### src/rtl/ysyx_23060136_exu_branch_resolve.sv
// EX-stage branch resolver: computes real direction/target for branch, jal and jalr,
// trains the IF-stage BHT, and raises a held redirect plus a one-cycle flush on mispredict.
module ysyx_23060136_exu_branch_resolve #(
  parameter int XLEN  = 64,
  parameter int CNT_W = 32
) (
  input  logic             clk,
  input  logic             rst,
  input  logic             stall_i,
  input  logic             in_valid,
  output logic             in_ready,
  input  logic [XLEN-1:0]  in_pc,
  input  logic             in_is_branch,
  input  logic             in_is_jal,
  input  logic             in_is_jalr,
  input  logic [2:0]       in_funct3,
  input  logic [XLEN-1:0]  in_rs1,
  input  logic [XLEN-1:0]  in_rs2,
  input  logic [XLEN-1:0]  in_imm,
  input  logic             in_pre_take,
  output logic [XLEN-1:0]  bht_pc,
  output logic             bht_pre_true,
  output logic             bht_pre_false,
  output logic             branch_pcsrc,
  output logic             redirect_valid,
  output logic [XLEN-1:0]  redirect_pc,
  input  logic             redirect_ready,
  output logic             flush_o,
  output logic [CNT_W-1:0] branch_cnt,
  output logic [CNT_W-1:0] mispred_cnt,
  output logic             dbg_state
);

  // Handshakes: an op transfers on a cycle with in_valid & in_ready & !stall_i;
  // a redirect transfers on a cycle with redirect_valid & redirect_ready & !stall_i.
  // Payloads on either side are held stable until their transfer cycle.

  typedef enum logic {
    IDLE     = 1'b0,
    REDIRECT = 1'b1
  } state_t;

  state_t state_q, state_d;

  logic            sel_jalr;
  logic            sel_jal;
  logic            sel_br;
  logic            is_cf;
  logic            accept;
  logic            cond_taken;
  logic            taken;
  logic            mispred;
  logic [XLEN-1:0] target;
  logic [XLEN-1:0] seq_pc;
  logic [XLEN-1:0] next_pc;
  logic [XLEN-1:0] jalr_sum;

  // Overlapping decode flags resolve as jalr > jal > branch.
  assign sel_jalr = in_is_jalr;
  assign sel_jal  = in_is_jal & ~in_is_jalr;
  assign sel_br   = in_is_branch & ~in_is_jal & ~in_is_jalr;
  assign is_cf    = sel_jalr | sel_jal | sel_br;

  assign in_ready = (state_q == IDLE);
  assign accept   = in_valid & in_ready & ~stall_i & is_cf;

  always_comb begin
    cond_taken = 1'b0;
    case (in_funct3)
      3'b000:  cond_taken = (in_rs1 == in_rs2);
      3'b001:  cond_taken = (in_rs1 != in_rs2);
      3'b100:  cond_taken = ($signed(in_rs1) <  $signed(in_rs2));
      3'b101:  cond_taken = ($signed(in_rs1) >= $signed(in_rs2));
      3'b110:  cond_taken = (in_rs1 <  in_rs2);
      3'b111:  cond_taken = (in_rs1 >= in_rs2);
      default: cond_taken = 1'b0;
    endcase
  end

  assign taken    = sel_jalr | sel_jal | (sel_br & cond_taken);
  assign jalr_sum = in_rs1 + in_imm;
  assign target   = sel_jalr ? {jalr_sum[XLEN-1:1], 1'b0} : (in_pc + in_imm);
  assign seq_pc   = in_pc + XLEN'(4);
  assign next_pc  = taken ? target : seq_pc;

  // jalr is never predicted in IF, so it always needs a redirect.
  assign mispred  = sel_jalr | (taken != in_pre_take);

  always_comb begin
    state_d = state_q;
    case (state_q)
      IDLE: begin
        if (accept && mispred) state_d = REDIRECT;
      end
      REDIRECT: begin
        if (redirect_ready && !stall_i) state_d = IDLE;
      end
      default: state_d = IDLE;
    endcase
  end

  always_ff @(posedge clk) begin
    if (rst) state_q <= IDLE;
    else     state_q <= state_d;
  end

  assign redirect_valid = (state_q == REDIRECT);
  assign dbg_state      = state_q;

  always_ff @(posedge clk) begin
    if (rst) begin
      bht_pc        <= '0;
      bht_pre_true  <= 1'b0;
      bht_pre_false <= 1'b0;
      branch_pcsrc  <= 1'b0;
      flush_o       <= 1'b0;
      redirect_pc   <= '0;
      branch_cnt    <= '0;
      mispred_cnt   <= '0;
    end else if (!stall_i) begin
      if (accept) begin
        bht_pc        <= in_pc;
        bht_pre_true  <= sel_br & ~mispred;
        bht_pre_false <= sel_br & mispred;
        branch_pcsrc  <= taken;
        flush_o       <= mispred;
        if (mispred) redirect_pc <= next_pc;
        if (branch_cnt != '1) branch_cnt <= branch_cnt + CNT_W'(1);
        if (mispred && (mispred_cnt != '1)) mispred_cnt <= mispred_cnt + CNT_W'(1);
      end else begin
        // Result pulses last exactly one unstalled cycle.
        bht_pre_true  <= 1'b0;
        bht_pre_false <= 1'b0;
        branch_pcsrc  <= 1'b0;
        flush_o       <= 1'b0;
      end
    end
  end

endmodule
### config.mk
export PLATFORM = sky130hd
export DESIGN_NAME = ysyx_23060136_exu_branch_resolve
export DESIGN_NICKNAME = d
export VERILOG_FILES = /design/src/rtl/ysyx_23060136_exu_branch_resolve.sv
export SDC_FILE = /design/constraint.sdc
export NUM_CORES = 1
export LEC_CHECK = 0
export CORE_MARGIN = 4
export CORE_UTILIZATION = 45
export DETAILED_ROUTE_END_ITERATION = 8
export PLACE_DENSITY = 0.81
export RECOVER_POWER = 25
export SYNTH_ARGS = -nofsm -noshare
export SYNTH_HDL_FRONTEND = slang
export SYNTH_SLANG_ARGS = --single-unit
### constraint.sdc
create_clock -name clk -period 4.9 [get_ports clk]
set_input_delay 0.735 -clock clk [delete_from_list [all_inputs] [get_ports clk]]
set_output_delay 0.735 -clock clk [all_outputs]
set_load 0.02 [all_outputs]
==> metrics.yaml <==
nNetsFinal: 3624
drt_first_iter_violations: 2144
synth_simple_gate_area_share_pct: 23.5
synthDominantAreaCellType: "sky130_fd_sc_hd__dfxtp_1"
portion_of_the_post_synthesis_area_used_by_sequential_elements_pct: 21.2
final_setup_violations: 0
critPathRequiredTime_ps: 5260
synthesis.area_um2: 18600
synthAdderAreaFrac_pct: 13.2
count_of_unique_library_cells_instantiated_by_yosys: 79
detailed_place.area_um2: 25300
core.rowCount: 74
outcome: "finished clean"
synth_top_family_by_area: "compound AO/OA/AOI/OAI gates"
synth_area_leaders: "sky130_fd_sc_hd__dfxtp_1 21%, sky130_fd_sc_hd__ha_1 13%, sky130_fd_sc_hd__a21oi_1 8.1%, sky130_fd_sc_hd__nand2_1 7.1%, sky130_fd_sc_hd__xnor2_1 6.0%"
remaining_drc_errors: 0
routedLengthMet1_um: 32600
highest-signal-layer: "met5"
floorplan.initialDensity_pct: 45.5
mappedNetlistNets: 3017
coreArea_um2: 40800
final_count_of_pins_violating_max_slew: 0
count_of_nets_left_with_antenna_violations_after_detail_routing: 0
grtUsageTotal_pct: 33.9
synth_compound_gate_area_share_pct: 25.8
die_w_um: 211
detail_route.first_pass.iterations: 6
crit_slowest_cell: "sky130_fd_sc_hd__or4b_4"
die-height_um: 211
power-per-cell-area_nw_per_um2: 212
ctsHoldBuffers: 0
routed_wirelength_um: 79200
yosysWarnings: 0
timing.critical_path.from_type: "primary input"
cts_root_buffer: "sky130_fd_sc_hd__clkbuf_16"
pin_count_of_the_biggest_net_entering_global_routing: 92
floorplan.die_area_um2: 44600
timing.critical_path.from: "in_rs2[6]"
hp-start: "bht_pc[8]"
antenna_cells: 0
hold_viol: 0
maxCapViolations: 0
htree_levels: 4
cts_tree: "built"
worstSkewPairLatency_ps: 500
ctsLongestPathBuffers: 2
post-route-cell-area_um2: 26000
worst-r2r-setup-slack_ps: 1820
io_buffer_count: 466
wire_length_of_the_first_global_routing_pass_um: 120000
place.detailed.hpwl_um: 64400
cp_cell_sequence: "clkdlybuf4s50_1, inv_1, ha_1, and3_1, a221o_1, a221oi_2, buf_4, a311oi_2, or4b_4, mux2i_2, a221oi_2, mux2_4, buf_4, o21a_4, nor3_1, xnor2_1, nor2_1"
crit_path_end_kind: "flop"
worst-path-buf-inv: 4
detailroute.via_count: 21946
met2_wirelength_um: 37000
synthXorXnorAreaFrac_pct: 10.6
power_mw: 5.51
post_route_cells_drive_above_1_share_pct: 10.2
gp_congestion: 0.969
crit_path_max_delay_family: "compound AO/OA/AOI/OAI gates"
layout-area-overhead-vs-synth_pct: 40.2
synth-async-reset-ratio_pct: 0
synth-edff-count: 0
worst-endpoint-arrival_ps: 5040
p_leak_nw: 11.2
syn-instance-count: 2555
worstReg2RegEnd: "mispred_cnt[9]"
dominantRegCellSynth: "sky130_fd_sc_hd__dfxtp_1"
path_max_fanout: 18
antenna_found_initial: 1
hold_path_class: "reg -> reg"
via_cell_ratio: 5.92
routedWlPerCell_um: 21.4
finalSetupTns_ps: 0
post-route-min-period_ps: 4680
tritoncts.num_buffers: 17
fill_cells: 3606
design.portCount: 467
synthMuxAreaShare_pct: 0.728
avgSynthCellArea_um2: 7.27
vdd.ir_drop.worst_mv: 0.245
max_freq_mhz: 213
worst_setup_slack_before_clock_tree_synthesis_ps: -768
grt_setup_unrepaired: "no"
finalCritPeriodShare_pct: 95.6
hold_path_end: "bht_pc[8]"
r2r_start: "mispred_cnt[3]"
worstHoldPathCells: 2
grt.overflow.total: 0
ys_seq_elements: 197
detailroute.wirelength.met3_um: 6400
grt_pass1_vias: 21429
relative_slew_slack_pct: 30.0
fin_ws_ps: 216
post-synth-top-area-fraction_pct: 21.2
max_stage_delay_ps: 570
worst_r2r_path_depth: 11
clock-skew-final_ps: 17.2
timing.setup.critical_path_class: "in -> reg"
cts.sinks: 197
clk_pin_slew_ps: 90
worstMarginPinSlew_ps: 1040
synthesized netlist by cell type, drive strengths merged (14+ instances only):
master  number
ha         192
o21a        18
a21o        97
nor3        54
nor2b       18
and3        39
o21ai      123
o211ai      42
a31oi       24
nand2b      24
and4        14
xnor2      128
nor2       214
o21bai      25
nand2      353
a211oi      45
clkbuf      98
dfxtp      197
nand4       67
buf         25
xor2        97
inv        110
a21oi      301
nand3       78
o31ai       14
cell usage in the layout (no fill, tap or decap), types with 99 or more instances in the layout:
cell / Yosys / final
sky130_fd_sc_hd__dlygate4sd3_1: 0 / 99
sky130_fd_sc_hd__ha_1: 192 / 191
sky130_fd_sc_hd__nor2_1: 214 / 213
sky130_fd_sc_hd__nand2_1: 352 / 351
sky130_fd_sc_hd__a21oi_1: 301 / 301
sky130_fd_sc_hd__xnor2_1: 128 / 128
sky130_fd_sc_hd__clkdlybuf4s50_1: 0 / 362
sky130_fd_sc_hd__buf_4: 2 / 234
sky130_fd_sc_hd__inv_1: 110 / 109
sky130_fd_sc_hd__o21ai_0: 119 / 118
sky130_fd_sc_hd__dfxtp_1: 197 / 197
final cells by class:
| type | count | area, um^2 | share of cell area [%] |
|---|---|---|---|
| clock buffers | 17 | 425 | 1.63 |
| clock inverters | 13 | 119 | 0.457 |
| flip-flops and latches | 197 | 3940 | 15.2 |
| inverters | 110 | 413 | 1.59 |
| multi-input cells | 2128 | 13900 | 53.3 |
| well taps | 532 | 666 | 2.56 |
| repair buffers | 708 | 6570 | 25.3 |
flip-flops by register name, indices dropped and copies added (netlist names):
name	flops
bht_pc	64
redirect_pc	64
branch_cnt	32
mispred_cnt	32
bht_pre_false	1
bht_pre_true	1
branch_pcsrc	1
dbg_state	1
flush_o	1
layer usage:
metal,GRT usage [%],up-vias
met1,43.2,10344
met2,56.7,1025
li1,-,10393
met3,6.15,182
met5,0,-
met4,14.0,2
worst max path at each step:
| stage | cells after the start | end | slack [ps] |
|---|---|---|---|
| floorplan | 16 | mispred_cnt[31] | 530 |
| global route | 18 | redirect_pc[51] | 20 |
| global placement | 17 | redirect_pc[62] | -600 |
| finish | 17 | mispred_cnt[5] | 220 |
| CTS | 18 | mispred_cnt[0] | 20 |
| detailed placement | 18 | mispred_cnt[0] | -770 |
repair_timing:
item,in CTS,in global routing
buffers inserted,0,5
gates resized for setup,3,21
endpoints found under the hold margin,0,0
cloned,2,1
setup endpoints to repair,94,95
pin swaps,1,10
through the flow:
stage | utilization [%] | hold slack (ps) | instances
after floorplan | - | 525 | 2555
after global placement | 61.9 | 442 | 3667
after detailed placement | 61.9 | 448 | 3667
after CTS | 63.4 | 459 | 3699
after global routing | 63.7 | 476 | 3705
final | 63.7 | 455 | 3705
cells by family after synthesis:
group,Yosys count
adder cells (fa/ha/maj),194
buffers and inverters,233
flip-flops,197
AO/OA/AOI/OAI,769
AND/OR/NAND/NOR,924
XOR/XNOR,225
multiplexers,13
worst register-to-register path: stages (launching register included):
cell and delay (ps):
sky130_fd_sc_hd__dfxtp_1 440, sky130_fd_sc_hd__and3_1 270, sky130_fd_sc_hd__and3_1 240, sky130_fd_sc_hd__and4_1 350, sky130_fd_sc_hd__and4_1 300, sky130_fd_sc_hd__and4_1 280, sky130_fd_sc_hd__nand3_1 160, sky130_fd_sc_hd__nor2_2 190
sky130_fd_sc_hd__buf_4 360, sky130_fd_sc_hd__nor3_1 130, sky130_fd_sc_hd__xnor2_1 170, sky130_fd_sc_hd__nor2_1 60
where the power goes:
group	total [mW]	switching [mW]	internal, mW
clock	1.40	0.738	0.659
combinational	2.39	1.31	1.07
sequential	1.72	0.0545	1.67
Note: power is estimated with default switching activity, not from simulation.
